===== src/rtl/sr_latch_bank_arbiter_pkg.sv =====
// Shared types and constants for the SR latch bank arbiter.
// FSM state encoding and latch init masks.
package sr_bank_pkg;

  typedef enum logic [2:0] {
    S_INIT,
    S_INIT_STB,
    S_INIT_HOLD,
    S_IDLE,
    S_SETUP,
    S_STROBE,
    S_HOLD,
    S_ACK
  } state_t;

  localparam int MAX_W = 64;

  localparam logic [MAX_W-1:0] INIT_RST_MASK = '1;

endpackage


===== src/rtl/sr_latch_bank_arbiter_rr_arbiter.sv =====
// Combinational round-robin arbiter.
// Searches from ptr upward, wrapping modulo NREQ.
module rr_arbiter #(
  parameter int NREQ = 2,
  parameter int PW   = 1
) (
  input  logic [NREQ-1:0] req,
  input  logic [PW-1:0]   ptr,
  output logic [NREQ-1:0] grant,
  output logic [PW-1:0]   idx,
  output logic            any
);

  // first requester at or after ptr wins
  always_comb begin
    int j;
    j     = 0;
    grant = '0;
    idx   = '0;
    any   = 1'b0;
    for (int i = 0; i < NREQ; i++) begin
      j = int'(ptr) + i;
      if (j >= NREQ) j = j - NREQ;
      if (!any && req[j]) begin
        any      = 1'b1;
        grant[j] = 1'b1;
        idx      = PW'(j);
      end
    end
  end

endmodule


===== src/rtl/sr_latch_bank_arbiter.sv =====
// Shares one gated SR latch bank among NREQ requesters.
// Sequences setup/strobe/hold so data never moves under En.
module sr_latch_bank_arbiter
  import sr_bank_pkg::*;
#(
  parameter int WIDTH     = 4,
  parameter int NREQ      = 2,
  parameter int PULSE_CYC = 1
) (
  input  logic                  clk,
  input  logic                  rst_n,
  input  logic [NREQ-1:0]       req,
  input  logic [NREQ*WIDTH-1:0] set_mask,
  input  logic [NREQ*WIDTH-1:0] clr_mask,
  output logic [NREQ-1:0]       ack,
  output logic [WIDTH-1:0]      rdata,
  output logic                  conflict,
  output logic                  busy,
  output logic [WIDTH-1:0]      lat_set,
  output logic [WIDTH-1:0]      lat_reset,
  output logic                  lat_en,
  input  logic [WIDTH-1:0]      lat_q
);

  localparam int PW = (NREQ > 1) ? $clog2(NREQ) : 1;
  localparam int CW = (PULSE_CYC > 1) ? $clog2(PULSE_CYC) : 1;

  localparam logic [WIDTH-1:0] RST_ALL  = INIT_RST_MASK[WIDTH-1:0];
  localparam logic [CW-1:0]    CNT_LOAD = CW'(PULSE_CYC - 1);
  localparam logic [PW-1:0]    LAST     = PW'(NREQ - 1);

  state_t          state;
  logic [PW-1:0]   rr_ptr;
  logic [NREQ-1:0] gvec;
  logic            flag;
  logic [CW-1:0]   cnt;

  logic [NREQ-1:0] grant;
  logic [PW-1:0]   idx;
  logic            any;
  logic [WIDTH-1:0] set_sl;
  logic [WIDTH-1:0] clr_sl;

  rr_arbiter #(
    .NREQ (NREQ),
    .PW   (PW)
  ) u_arb (
    .req   (req),
    .ptr   (rr_ptr),
    .grant (grant),
    .idx   (idx),
    .any   (any)
  );

  assign set_sl = set_mask[int'(idx)*WIDTH +: WIDTH];
  assign clr_sl = clr_mask[int'(idx)*WIDTH +: WIDTH];

  // sequencer: init sweep, grant, setup, strobe, hold, ack
  always_ff @(posedge clk or negedge rst_n) begin
    if (!rst_n) begin
      state     <= S_INIT;
      ack       <= '0;
      rdata     <= '0;
      conflict  <= 1'b0;
      busy      <= 1'b1;
      lat_set   <= '0;
      lat_reset <= '0;
      lat_en    <= 1'b0;
      rr_ptr    <= '0;
      gvec      <= '0;
      flag      <= 1'b0;
      cnt       <= '0;
    end else begin
      unique case (state)
        S_INIT: begin
          if (lat_reset != RST_ALL) begin
            lat_reset <= RST_ALL;
          end else begin
            lat_en <= 1'b1;
            cnt    <= CNT_LOAD;
            state  <= S_INIT_STB;
          end
        end
        S_INIT_STB: begin
          if (cnt == '0) begin
            lat_en <= 1'b0;
            state  <= S_INIT_HOLD;
          end else begin
            cnt <= cnt - 1'b1;
          end
        end
        S_INIT_HOLD: begin
          lat_reset <= '0;
          busy      <= 1'b0;
          state     <= S_IDLE;
        end
        S_IDLE: begin
          if (any) begin
            gvec      <= grant;
            rr_ptr    <= (idx == LAST) ? '0 : idx + 1'b1;
            flag      <= |(set_sl & clr_sl);
            lat_set   <= set_sl & ~clr_sl;
            lat_reset <= clr_sl & ~set_sl;
            busy      <= 1'b1;
            state     <= S_SETUP;
          end
        end
        S_SETUP: begin
          lat_en <= 1'b1;
          cnt    <= CNT_LOAD;
          state  <= S_STROBE;
        end
        S_STROBE: begin
          if (cnt == '0) begin
            lat_en <= 1'b0;
            state  <= S_HOLD;
          end else begin
            cnt <= cnt - 1'b1;
          end
        end
        S_HOLD: begin
          rdata     <= lat_q;
          ack       <= gvec;
          conflict  <= flag;
          lat_set   <= '0;
          lat_reset <= '0;
          state     <= S_ACK;
        end
        S_ACK: begin
          ack      <= '0;
          conflict <= 1'b0;
          busy     <= 1'b0;
          state    <= S_IDLE;
        end
        default: state <= S_INIT;
      endcase
    end
  end

endmodule

===== config.mk =====
export PLATFORM = sky130hd
export DESIGN_NAME = sr_latch_bank_arbiter
export DESIGN_NICKNAME = d
export VERILOG_FILES = /design/src/rtl/sr_latch_bank_arbiter_pkg.sv /design/src/rtl/sr_latch_bank_arbiter_rr_arbiter.sv /design/src/rtl/sr_latch_bank_arbiter.sv
export SDC_FILE = /design/constraint.sdc
export NUM_CORES = 1
export LEC_CHECK = 0
export CELL_PAD_IN_SITES_DETAIL_PLACEMENT = 2
export CELL_PAD_IN_SITES_GLOBAL_PLACEMENT = 2
export CORE_ASPECT_RATIO = 1.5
export CORE_MARGIN = 2
export CORE_UTILIZATION = 29
export CTS_BUF_LIST = sky130_fd_sc_hd__clkbuf_16
export CTS_CLUSTER_SIZE = 30
export DETAILED_ROUTE_END_ITERATION = 10
export GPL_TIMING_DRIVEN = 0
export PLACE_DENSITY = 0.83
export REMOVE_ABC_BUFFERS = 1
export SLEW_MARGIN = 20
export SYNTH_ARGS = -nofsm -noshare
export SYNTH_HDL_FRONTEND = slang
export SYNTH_SLANG_ARGS = --single-unit

===== constraint.sdc =====
create_clock -name clk -period 2.15 [get_ports clk]
set_input_delay 0.3225 -clock clk [delete_from_list [all_inputs] [get_ports clk]]
set_output_delay 0.3225 -clock clk [all_outputs]
set_load 0.005 [all_outputs]

==> insert_results.sql <==
INSERT INTO impl_metrics (metric_group, metric, value, unit) VALUES
('global_routing', 'grt_max_degree', '25', ''),
('clocking', 'cts_made_buffers', '3', ''),
('die', 'core-area', '4210', 'um^2'),
('synth', 'synth_sequential_area_ratio', '0.481', ''),
('clocking', 'hold_fix_buffer_count_after_cts', '0', ''),
('layout', 'finalNetCount', '181', ''),
('place', 'placed_cells_incl_taps', '198', ''),
('synth', 'synth_common_cells', 'sky130_fd_sc_hd__dfrtp_1 (23), sky130_fd_sc_hd__o21ai_0 (10), sky130_fd_sc_hd__nand2_1 (9)', ''),
('power_and_ir_drop', 'power_leakage', '0.703', 'nW'),
('global_routing', 'grt-ovfl-total', '0', ''),
('clocking', 'clk_path_buf_depth', '2', ''),
('sta', 'timing.final.setup_violations', '0', ''),
('sta', 'fmaxAchievable', '524', 'MHz'),
('route', 'dr_total_vias', '1102', ''),
('global_routing', 'grt_pass1_vias', '1291', ''),
('setup_path', 'slowest_stage', 'sky130_fd_sc_hd__clkdlybuf4s50_1', ''),
('setup_path', 'type_of_the_worst_setup_path', 'primary input to flop', ''),
('clocking', 'ctsHtreeMaxLevel', '1', ''),
('clocking', 'cts.repair.resized', '0', ''),
('sta', 'final_cycle_utilization_of_the_critical_path', '0.887', ''),
('synth', 'synth_largest_type_area_fraction', '0.460', ''),
('place', 'numPortBuffers', '40', ''),
('clocking', 'path_clk_slew', '0.07', 'ns'),
('die', 'die_area', '4870', 'um^2'),
('global_routing', 'global_route_wire_length_before_repair', '6420', 'um'),
('synth', 'post_synth_inst_count', '118', ''),
('clocking', 'tritoncts_clock_tree', 'yes', ''),
('synth', 'yosys.cell_types.count', '34', ''),
('setup_path', 'critPathLaunchType', 'primary input', ''),
('synth', 'yosys_register_bits', '24', ''),
('synth', 'dominant_synthesized_flop_cell', 'sky130_fd_sc_hd__dfrtp_1', ''),
('setup_path', 'crit_path_max_fanout', '11', ''),
('synth', 'synth_top_cells_by_area', 'sky130_fd_sc_hd__dfrtp_1 (46%), sky130_fd_sc_hd__mux2_2 (4.5%), sky130_fd_sc_hd__mux2i_1 (4.0%)', ''),
('clocking', 'post-cts-setup-buffer-count', '0', ''),
('synth', 'post-synth-top-count-cell', 'sky130_fd_sc_hd__dfrtp_1', ''),
('synth', 'mappedNetlistArea', '1250', 'um^2'),
('layout', 'area_delta_synth_final', '39.1', '%'),
('clocking', 'clock_latency', '0.26', 'ns'),
('power_and_ir_drop', 'worst_ir_drop_vdd', '736', 'uV'),
('synth', 'synth_top_area_cell', 'sky130_fd_sc_hd__dfrtp_1', ''),
('die', 'rows', '29', ''),
('global_routing', 'grt.total_usage', '0.178', ''),
('sta', 'final.hold.worst_slack', '0.0423', 'ns'),
('clocking', 'clk_root_buffer_cell', 'sky130_fd_sc_hd__clkbuf_16', ''),
('setup_path', 'max_stage_delay', '0.76', 'ns'),
('setup_path', 'path_cells', 'clkdlybuf4s50_1 -> nor2_1 -> nor2_2 -> nor2_1 -> a311oi_1', ''),
('sta', 'clock-skew-final', '0.00634', 'ns'),
('synth', 'synth-edff-count', '0', ''),
('run_status', 'outcome', 'finished, final reports clean', ''),
('route', 'route.final.wire_length', '3880', 'um'),
('flow_run', 'reported_max_cap_violation_count', '0', ''),
('die', 'design.portCount', '41', ''),
('route', 'route.detailed.drc', '0', ''),
('die', 'die_h', '84.5', 'um'),
('layout', 'fin_cells', '202', ''),
('synth', 'syn_area_per_cell', '10.6', 'um^2'),
('power_and_ir_drop', 'power-per-cell-area', '1290', 'nW/um^2'),
('clocking', 'numClockSinks', '24', ''),
('setup_path', 'critical-path-top-cell-by-count', 'sky130_fd_sc_hd__nor2_1', ''),
('route', 'first_pass_drt_iterations', '4', ''),
('route', 'wl_per_cell', '19.2', 'um'),
('synth', 'ys_async_sr_fraction', '1.00', ''),
('sta', 'grt_setup_unrepaired', 'no', ''),
('sta', 'timing.final.crit_period', '1.91', 'ns'),
('route', 'ant_nets', '0', ''),
('global_routing', 'initial_antenna_violation_count', '0', ''),
('sta', 'worst_slew_margin_rel', '0.630', ''),
('die', 'dieWidth', '57.7', 'um'),
('worst_hold_path', 'hold_path.class', 'primary input to async pin', ''),
('route', 'viasPerCell', '5.46', ''),
('setup_path', 'critPathCaptureType', 'flop', '');
cells by family (layout without fill, tap and decap cells):
group / after synthesis / after routing / share of synthesized area
multiplexers: 10 / 10 / 0.0849
flip-flops: 24 / 24 / 0.481
AND/OR/NAND/NOR: 43 / 43 / 0.209
AO/OA/AOI/OAI: 33 / 33 / 0.186
buffers and inverters: 8 / 46 / 0.0400
cell type report:
type                       count  area [um^2]  share of cell area
sequential                    24          602               0.346
timing repair buffer          40          395               0.227
multi-input combinational     86          601               0.345
tap                           46         57.6              0.0330
clock inverter                 1         3.75             0.00216
clock buffer                   3         75.1              0.0431
inverter                       2         7.51             0.00431
state kept, by name, summed over array words and instances (netlist names):
signal	flops
rr_ptr	1
flag	1
conflict	1
lat_set	4
ack	2
lat_reset	4
lat_en	1
gvec	2
rdata	4
state	3
busy	1
stage by stage:
step	area (um^2)	power (mW)	setup TNS, ns	worst slack (ns)
after floorplan	1210	1.32	0	0.687
after global placement	1670	1.75	0	0.0321
after detailed placement	1670	1.82	-0.00313	-0.00313
after CTS	1750	2.27	0	0.230
after global routing	1740	2.41	0	0.0789
final	1740	2.24	0	0.242
critical path: cells and delay by family:
kind / cells / cell delay (ns)
AO/OA/AOI/OAI: 1 / 0.30
buffers and inverters: 1 / 0.76
AND/OR/NAND/NOR: 3 / 0.67
power by group:
part | leakage [nW] | internal, mW | total [mW] | switching (mW)
sequential | 0.292 | 0.661 | 0.847 | 0.186
clock | 0.0385 | 0.249 | 0.418 | 0.169
combinational | 0.373 | 0.527 | 0.977 | 0.450
layer usage:
metal  wire length, um  vias up  global-route usage
met5                 0        -                   0
met4               157        0               0.114
met3               151       11              0.0169
met2              2170       41               0.332
met1              1390      538               0.179
li1                  -      512                   -
placed cells by master, fill, tap and decap left out, types with 2 or more instances in the layout:
cell	synthesis	final
sky130_fd_sc_hd__a32o_1	2	2
sky130_fd_sc_hd__nand3b_1	4	4
sky130_fd_sc_hd__nor2_1	8	8
sky130_fd_sc_hd__mux2i_1	5	5
sky130_fd_sc_hd__a221oi_1	2	2
sky130_fd_sc_hd__a311oi_1	4	4
sky130_fd_sc_hd__inv_1	2	2
sky130_fd_sc_hd__nand4b_1	4	4
sky130_fd_sc_hd__dfrtp_1	23	23
sky130_fd_sc_hd__mux2_2	5	5
sky130_fd_sc_hd__nand2_1	9	9
sky130_fd_sc_hd__o31ai_1	4	4
sky130_fd_sc_hd__nor2_2	2	2
sky130_fd_sc_hd__a22o_1	2	2
sky130_fd_sc_hd__nand2b_1	2	2
sky130_fd_sc_hd__a21oi_1	3	3
sky130_fd_sc_hd__a31oi_1	2	2
sky130_fd_sc_hd__o21ai_0	10	10
sky130_fd_sc_hd__clkdlybuf4s50_1	0	39
sky130_fd_sc_hd__clkbuf_16	0	3
sky130_fd_sc_hd__nor2b_1	8	8
final timing paths:
| path | start | endpoint | depth (start not counted) | slack, ns |
|---|---|---|---|---|
| hold reg to reg | ack[1] | ack[1] | 2 | 0.48 |
| max in group asynchronous | rst_n | busy | 1 | 1.73 |
| setup reg to reg | state[1] | rdata[3] | 3 | 0.34 |
| min in group clk | ack[1] | ack[1] | 2 | 0.48 |
| setup / recovery | req[1] | lat_set[0] | 5 | 0.24 |
| hold / removal | rst_n | ack[1] | 1 | 0.04 |
Power figures use the tool's default switching activity.
